## config.mk

```make
export PLATFORM = sky130hd
export DESIGN_NAME = pe_simd_mac
export DESIGN_NICKNAME = d
export VERILOG_FILES = /design/src/rtl/pe_pkg.sv /design/src/rtl/pe_lane_mac.sv /design/src/rtl/pe_simd_mac.sv
export SDC_FILE = /design/constraint.sdc
export NUM_CORES = 2
export LEC_CHECK = 0
export CORE_UTILIZATION = 33
export DETAILED_ROUTE_END_ITERATION = 6
export PLACE_DENSITY_LB_ADDON = 0.12
export REMOVE_ABC_BUFFERS = 1
export SYNTH_ARGS = -nofsm -noshare
export SYNTH_HDL_FRONTEND = slang
export SYNTH_SLANG_ARGS = --single-unit
export TNS_END_PERCENT = 50
```

## constraint.sdc

```tcl
create_clock -name clk -period 16.1 [get_ports clk]
set_clock_uncertainty 0.1 [all_clocks]
set_input_delay 3.22 -clock clk [delete_from_list [all_inputs] [get_ports clk]]
set_output_delay 3.22 -clock clk [all_outputs]
set_load 0.01 [all_outputs]
```

## src/rtl/pe_pkg.sv

```systemverilog
// Shared types and saturation limits for the SIMD MAC processing element.
package pe_pkg;

  typedef enum logic {
    EMPTY = 1'b0,
    ARMED = 1'b1
  } pe_state_e;

  // Largest positive value representable in a w-bit signed word.
  function automatic logic signed [127:0] sat_max(input int unsigned w);
    return (128'sd1 <<< (w - 1)) - 128'sd1;
  endfunction

  // Most negative value representable in a w-bit signed word.
  function automatic logic signed [127:0] sat_min(input int unsigned w);
    return -(128'sd1 <<< (w - 1));
  endfunction

endpackage

```

## src/rtl/pe_lane_mac.sv

```systemverilog
// One MAC lane: signed multiply, add to incoming partial sum, saturate.
// Purely combinational; the top registers the result.
module pe_lane_mac
  import pe_pkg::*;
#(
  parameter int DATA_WIDTH = 16,
  parameter int PSUM_WIDTH = 32
) (
  input  logic signed [DATA_WIDTH-1:0] stat_i,
  input  logic signed [DATA_WIDTH-1:0] strm_i,
  input  logic signed [PSUM_WIDTH-1:0] psum_i,
  output logic signed [PSUM_WIDTH-1:0] sum_o,
  output logic                         ovf_o
);

  localparam logic signed [PSUM_WIDTH-1:0] SMAX = PSUM_WIDTH'(sat_max(PSUM_WIDTH));
  localparam logic signed [PSUM_WIDTH-1:0] SMIN = PSUM_WIDTH'(sat_min(PSUM_WIDTH));

  logic signed [2*DATA_WIDTH-1:0] prod;
  logic signed [PSUM_WIDTH:0]     sum;

  // One guard bit is enough: a product plus a psum cannot exceed twice the psum range.
  always_comb begin
    prod  = stat_i * strm_i;
    sum   = (PSUM_WIDTH+1)'(psum_i) + (PSUM_WIDTH+1)'(prod);
    ovf_o = sum[PSUM_WIDTH] != sum[PSUM_WIDTH-1];
    if (ovf_o) sum_o = sum[PSUM_WIDTH] ? SMIN : SMAX;
    else       sum_o = sum[PSUM_WIDTH-1:0];
  end

endmodule

```

## src/rtl/pe_simd_mac.sv

```systemverilog
// Multi-lane counted stationary-operand MAC PE for the systolic array.
// Optional feature macro PE_SHADOW_EN adds a shadow stationary register so a
// new operand set can be queued while the current one is still counting.
module pe_simd_mac
  import pe_pkg::*;
#(
  parameter int LANES      = 4,
  parameter int DATA_WIDTH = 16,
  parameter int PSUM_WIDTH = 32,
  parameter int CNT_WIDTH  = 8
) (
  input  logic                          clk,
  input  logic                          rst,
  input  logic                          clear,
  input  logic                          load_valid,
  output logic                          load_ready,
  input  logic [LANES*DATA_WIDTH-1:0]   load_data,
  input  logic [CNT_WIDTH-1:0]          load_count,
  input  logic                          stream_valid_in,
  input  logic [LANES*DATA_WIDTH-1:0]   stream_in,
  input  logic                          psum_valid_in,
  input  logic [LANES*PSUM_WIDTH-1:0]   psum_in,
  output logic                          stream_valid_out,
  output logic [LANES*DATA_WIDTH-1:0]   stream_out,
  output logic                          psum_valid_out,
  output logic [LANES*PSUM_WIDTH-1:0]   psum_out,
  output logic                          armed,
  output logic [LANES-1:0]              sat_flag,
  output logic                          protocol_err
);

  typedef logic [LANES-1:0][DATA_WIDTH-1:0] dvec_t;
  typedef logic [LANES-1:0][PSUM_WIDTH-1:0] pvec_t;

  dvec_t ld, strm, act_q, act_d;
  pvec_t ps, mac;
  logic [LANES-1:0] ovf;

  pe_state_e            state_q, state_d;
  logic [CNT_WIDTH-1:0] rem_q, rem_d;

`ifdef PE_SHADOW_EN
  dvec_t                shd_q, shd_d;
  logic [CNT_WIDTH-1:0] shd_cnt_q, shd_cnt_d;
  logic                 shd_v_q, shd_v_d;
`endif

  pvec_t            psum_q;
  dvec_t            strm_q;
  logic             pv_q, sv_q, perr_q;
  logic [LANES-1:0] sat_q;

  logic fire, expire, load_acc;

  assign ld   = load_data;
  assign strm = stream_in;
  assign ps   = psum_in;

`ifdef PE_SHADOW_EN
  assign load_ready = !clear && (state_q == EMPTY || !shd_v_q);
`else
  assign load_ready = !clear && (state_q == EMPTY);
`endif

  assign load_acc = load_valid && load_ready;
  assign fire     = (state_q == ARMED) && stream_valid_in && psum_valid_in;
  assign expire   = fire && (rem_q == CNT_WIDTH'(1));

  for (genvar g = 0; g < LANES; g++) begin : g_lane
    pe_lane_mac #(
      .DATA_WIDTH (DATA_WIDTH),
      .PSUM_WIDTH (PSUM_WIDTH)
    ) u_lane (
      .stat_i (act_q[g]),
      .strm_i (strm[g]),
      .psum_i (ps[g]),
      .sum_o  (mac[g]),
      .ovf_o  (ovf[g])
    );
  end

  // Operand state: load, count down, expire, and (optionally) promote the shadow.
  always_comb begin
    state_d = state_q;
    rem_d   = rem_q;
    act_d   = act_q;
`ifdef PE_SHADOW_EN
    shd_d     = shd_q;
    shd_cnt_d = shd_cnt_q;
    shd_v_d   = shd_v_q;
`endif
    if (clear) begin
      state_d = EMPTY;
`ifdef PE_SHADOW_EN
      shd_v_d = 1'b0;
`endif
    end else if (expire) begin
`ifdef PE_SHADOW_EN
      if (shd_v_q) begin
        act_d   = shd_q;
        rem_d   = shd_cnt_q;
        shd_v_d = 1'b0;
      end else if (load_acc) begin
        act_d = ld;
        rem_d = load_count;
      end else begin
        state_d = EMPTY;
      end
`else
      state_d = EMPTY;
`endif
    end else begin
      if (fire && rem_q != '0) rem_d = rem_q - CNT_WIDTH'(1);
      if (load_acc) begin
        if (state_q == EMPTY) begin
          state_d = ARMED;
          act_d   = ld;
          rem_d   = load_count;
        end
`ifdef PE_SHADOW_EN
        else begin
          shd_d     = ld;
          shd_cnt_d = load_count;
          shd_v_d   = 1'b1;
        end
`endif
      end
    end
  end

  // Operand state registers.
  always_ff @(posedge clk or posedge rst) begin
    if (rst) begin
      state_q <= EMPTY;
      rem_q   <= '0;
      act_q   <= '0;
`ifdef PE_SHADOW_EN
      shd_q     <= '0;
      shd_cnt_q <= '0;
      shd_v_q   <= 1'b0;
`endif
    end else begin
      state_q <= state_d;
      rem_q   <= rem_d;
      act_q   <= act_d;
`ifdef PE_SHADOW_EN
      shd_q     <= shd_d;
      shd_cnt_q <= shd_cnt_d;
      shd_v_q   <= shd_v_d;
`endif
    end
  end

  // Registered forward paths and sticky flags; data holds when its valid is low.
  always_ff @(posedge clk or posedge rst) begin
    if (rst) begin
      psum_q <= '0;
      strm_q <= '0;
      pv_q   <= 1'b0;
      sv_q   <= 1'b0;
      sat_q  <= '0;
      perr_q <= 1'b0;
    end else if (clear) begin
      pv_q   <= 1'b0;
      sv_q   <= 1'b0;
      sat_q  <= '0;
      perr_q <= 1'b0;
    end else begin
      pv_q <= psum_valid_in;
      sv_q <= stream_valid_in;
      if (psum_valid_in)   psum_q <= fire ? mac : ps;
      if (stream_valid_in) strm_q <= strm;
      if (fire)            sat_q  <= sat_q | ovf;
      if (state_q == ARMED && (psum_valid_in != stream_valid_in)) perr_q <= 1'b1;
    end
  end

  assign psum_out         = psum_q;
  assign psum_valid_out   = pv_q;
  assign stream_out       = strm_q;
  assign stream_valid_out = sv_q;
  assign armed            = (state_q == ARMED);
  assign sat_flag         = sat_q;
  assign protocol_err     = perr_q;

endmodule

```

==> metrics.md <==
| Metric | Value |
|---|---|
| Outcome | `complete, no violations` |
| DRC violations left | `0` |
| Antenna violations before repair | `8` |
| Slack of the worst reg-to-reg path | `about 7800 ps` |
| Estimated wirelength of the detail-placed design | `approximately 150,000 µm` |
| DR vias/cell | `about 4.9` |
| Global-route wire length before repair | `between 200,000 and 300,000 µm` |
| Number of rows in the core area | `151` |
| Mean cell area of the mapped netlist | `9.230 µm²` |
| Level count of the clock H-tree | `2` |
| Number of max-capacitance violations reported | `0` |
| Met1 track demand over resource in global routing | `~28%` |
| Effective utilization at floorplan | `around a third` |
| Root buffer cell | `sky130_fd_sc_hd__clkbuf_16` |
| Count of cells resized by post-cts repair | `0` |
| Proportion of synthesized area in mux cells | `between 1 and 1.5%` |
| Setup slack of the critical path after layout | `around 4700 ps` |
| Number of buffers inserted for hold repair after clock tree synthesis | `0` |
| Post-Synth Simple-Gate Area | `between 10 and 15%` |
| Setup slack at placement | `4187 ps` |
| Die outline area | `roughly 170,000 µm²` |
| Post-synthesis sequential area ratio | `12.11%` |
| Clock-pin slew reported for the worst setup and hold paths after clock tree synthesis | `60 ps` |
| Highest achievable clock rate | `~0.088 GHz` |
| Largest net degree at the start of global routing | `73` |
| Area of the placeable core | `roughly 170,000 µm²` |
| Post-synthesis instance area | `56,220 µm²` |
| X dimension of the die | `between 400 and 500 µm` |
| Worst-margin pin slew | `1068 ps` |
| Worst flop-to-flop path endpoint | `psum_out[120]$_DFFE_PP0P_` |
| Area fraction in compound gates after synthesis | `6.853%` |
| Kind of launch point of the worst setup path | `input pin` |
| Final setup vio count | `0` |
| EDFF count, synth | `0` |
| Gate count after technology mapping | `about 6,100` |
| Post-synth ARST share | `between 90% and 100%` |
| Yosys Warn Count | `0` |
| Number of hold-slack violations in the final timing report | `0` |
| Average routed wire per standard cell | `~21 µm` |
| Height of the die | `414.7 µm` |
| Starting DRC count in detailed routing | `about 2,100` |
| Final layout net count | `8,278` |
| Number of global-route vias before repair | `roughly 46,000` |
| CP endpoint kind | `flip-flop` |
| Total GRT Usage | `between 20% and 30%` |
| Data required, critical path | `around 17,000 ps` |
| Sum of routed wire length over all layers | `between 150,000 and 200,000 µm` |
| Global routing met3 resource utilization | `about 2.4%` |
| Predominant post-synthesis flop cell | `sky130_fd_sc_hd__dfrtp_1` |
| Count of antenna-violating nets left after detailed routing | `0` |
| Area delta synth->final | `14.89%` |
| Tightest Hold Check Type | `reg -> reg` |
| Total number of vias | `42,130` |
| Post-route fraction of the period consumed by the critical path | `70.64%` |
| Unrepaired setup endpoints after global routing | `no` |
| Arrival time at the worst endpoint | `11,830 ps` |
| Crit Path Category | `in -> reg` |
| CTS sink cnt | `around 270` |
| Hold path cells | `2` |
| Dominant combinational cell family by area after synthesis | `adder cells` |
| CTS tree | `yes` |
| Iteration count of the initial detailed-routing pass | `5` |
| GR peak layer | `met2` |
| Setup tns final | `0 ps` |
| Number of buffers inserted during clock tree synthesis | `42` |
| Congestion Overflow GR | `0` |
| Fin. max-slew vios | `0` |
| Count of state elements after synthesis | `around 270` |
| Synthesized-area fraction occupied by xor and xnor cells | `around 2.1%` |
| Maximum buffer depth of the clock tree | `3` |
| I/O Pins | `approximately 470` |
| Sink of the worst hold path | `psum_out[7]$_DFFE_PP0P_` |
| R2R depth | `22` |
| Worst slew slack as a fraction of its limit | `28.60%` |
| Number of distinct library cells after synthesis | `92` |
| Fraction of layout cells with a size suffix above 1 | `3.374%` |
| Port bufs | `470` |
| Final min period | `between 10,000 and 15,000 ps` |
| Worst-path maximum fanout | `17` |
| Hold wc startpoint | `psum_out[7]$_DFFE_PP0P_` |
| Insertion delay to the later sink of the worst-skew pair | `roughly 660 ps` |
| Global placement routability congestion | `roughly 0.88` |
| Post-CTS setup buffers | `0` |
| Reg2Reg Launch Point | `act_q[63]$_DFFE_PP0P_` |
| Adder-cell share of the synthesized area | `between 50% and 60%` |
| Met2 track demand over resource in global routing | `between 30% and 40%` |
-- cell type report --
class | instances | area, µm²
Sequential cell | 272 | 6807
Fill cell | 17350 | 104700
Clock buffer | 51 | 1115
Antenna cell | 4 | 10.01
Clock inverter | 20 | 319.1
Tap cell | 2218 | 2775
Timing Repair Buffer | 514 | 5035
Inverter | 1410 | 5303
Multi-Input combinational cell | 4165 | 43230
-- critical path, cell delays in order --
cell,delay [ps]
sky130_fd_sc_hd__clkdlybuf4s50_1,970
sky130_fd_sc_hd__nand2_1,410
sky130_fd_sc_hd__inv_1,110
sky130_fd_sc_hd__fa_1,740
sky130_fd_sc_hd__inv_1,110
sky130_fd_sc_hd__fa_1,540
sky130_fd_sc_hd__inv_1,310
sky130_fd_sc_hd__fa_1,510
sky130_fd_sc_hd__fa_1,500
sky130_fd_sc_hd__fa_1,490
sky130_fd_sc_hd__inv_1,50
sky130_fd_sc_hd__fa_1,470
sky130_fd_sc_hd__inv_1,40
sky130_fd_sc_hd__ha_1,380
sky130_fd_sc_hd__nand2_1,110
sky130_fd_sc_hd__o21ai_1,90
sky130_fd_sc_hd__o41ai_2,440
sky130_fd_sc_hd__o221ai_1,250
sky130_fd_sc_hd__a311o_1,400
sky130_fd_sc_hd__a311oi_2,380
sky130_fd_sc_hd__and2_1,710
sky130_fd_sc_hd__nand2_2,340
sky130_fd_sc_hd__a31oi_1,250
-- worst max-delay path by stage --
stage / from / to / slack [ps] / cells after the start
2_1_floorplan: rst / act_q[0]$_DFFE_PP0P_ / 5280 / 1
3_3_place_gp: stream_in[49] / psum_out[115]$_DFFE_PP0P_ / 4310 / 23
3_5_place_dp: stream_in[49] / psum_out[120]$_DFFE_PP0P_ / 4190 / 23
4_1_cts: stream_in[49] / psum_out[120]$_DFFE_PP0P_ / 4880 / 23
5_1_grt: stream_in[49] / psum_out[120]$_DFFE_PP0P_ / 4150 / 23
6_report: stream_in[49] / psum_out[120]$_DFFE_PP0P_ / 4730 / 23
-- layout by cell type (no fill, tap or decap), types with 72 or more instances in the layout --
cell type | Yosys | final
sky130_fd_sc_hd__a31oi_1 | 72 | 72
sky130_fd_sc_hd__nor2_1 | 249 | 248
sky130_fd_sc_hd__o21ai_0 | 87 | 87
sky130_fd_sc_hd__dfrtp_1 | 272 | 272
sky130_fd_sc_hd__fa_1 | 1196 | 1196
sky130_fd_sc_hd__clkdlybuf4s50_1 | 0 | 470
sky130_fd_sc_hd__a21oi_1 | 177 | 176
sky130_fd_sc_hd__xnor2_1 | 89 | 88
sky130_fd_sc_hd__inv_1 | 1410 | 1408
sky130_fd_sc_hd__nand2_1 | 850 | 849
sky130_fd_sc_hd__ha_1 | 407 | 407
sky130_fd_sc_hd__and2_1 | 467 | 466
-- stage by stage --
stage | instances | util, % | area [µm²] | hold slack (ps)
2_1_floorplan | 5847 | - | 55250 | 383.9
3_5_place_dp | 8579 | 37.30 | 63150 | 372.4
3_3_place_gp | 8579 | 37.30 | 63150 | 375.2
6_report | 8654 | 38.15 | 64590 | 386.7
5_1_grt | 8652 | 38.15 | 64580 | 405.0
4_1_cts | 8650 | 38.15 | 64580 | 390.1
-- state kept, by name, indices dropped and copies added, names as in the netlist --
signal / cells
act_q: 64
armed: 1
protocol_err: 1
psum_out: 128
psum_valid_out: 1
rem_q: 8
sat_flag: 4
stream_out: 64
stream_valid_out: 1
-- routing by layer --
layer / vias to the layer above / wire, µm
met5: - / 7
met4: 2 / 5005
met3: 163 / 6744
met2: 857 / 94390
met1: 22180 / 77710
li1: 18930 / -
-- cell usage after synthesis, types with 8 or more instances --
library cell | n | share of area [%]
sky130_fd_sc_hd__o21ai_0 | 87 | 0.77
sky130_fd_sc_hd__a32oi_1 | 11 | 0.17
sky130_fd_sc_hd__o221ai_1 | 15 | 0.23
sky130_fd_sc_hd__o21ai_1 | 9 | 0.080
sky130_fd_sc_hd__nand2_1 | 850 | 5.7
sky130_fd_sc_hd__o211ai_1 | 32 | 0.43
sky130_fd_sc_hd__a21oi_1 | 177 | 1.6
sky130_fd_sc_hd__fa_1 | 1196 | 43
sky130_fd_sc_hd__nor2_1 | 249 | 1.7
sky130_fd_sc_hd__and3_1 | 19 | 0.21
sky130_fd_sc_hd__mux2_2 | 65 | 1.3
sky130_fd_sc_hd__dfrtp_1 | 272 | 12
sky130_fd_sc_hd__o22ai_1 | 17 | 0.19
sky130_fd_sc_hd__nor3_1 | 25 | 0.22
sky130_fd_sc_hd__inv_1 | 1410 | 9.4
sky130_fd_sc_hd__a211oi_1 | 12 | 0.16
sky130_fd_sc_hd__o22a_1 | 9 | 0.14
sky130_fd_sc_hd__nand4_1 | 10 | 0.11
sky130_fd_sc_hd__nand2b_1 | 30 | 0.33
sky130_fd_sc_hd__and2_1 | 467 | 5.2
sky130_fd_sc_hd__nor2b_1 | 16 | 0.18
sky130_fd_sc_hd__nand3_1 | 49 | 0.44
sky130_fd_sc_hd__o21bai_1 | 17 | 0.23
sky130_fd_sc_hd__a31oi_1 | 72 | 0.80
sky130_fd_sc_hd__xnor2_1 | 89 | 1.4
sky130_fd_sc_hd__o21a_1 | 18 | 0.24
sky130_fd_sc_hd__a21o_1 | 45 | 0.60
sky130_fd_sc_hd__buf_2 | 12 | 0.11
sky130_fd_sc_hd__a22oi_1 | 8 | 0.11
sky130_fd_sc_hd__or3_1 | 21 | 0.23
sky130_fd_sc_hd__ha_1 | 407 | 9.1
sky130_fd_sc_hd__xor2_1 | 38 | 0.59
sky130_fd_sc_hd__clkbuf_1 | 220 | 1.5
-- logic make-up after synthesis --
logic type,Yosys count
AND/OR/NAND/NOR,1773
adder cells (fa/ha/maj),1604
XOR/XNOR,130
buffers and inverters,1654
AO/OA/AOI/OAI,592
multiplexers,66
flip-flops,272
Power is not shown: default switching activity piles up to over one toggle a cycle in this logic, so the estimate is an artifact.
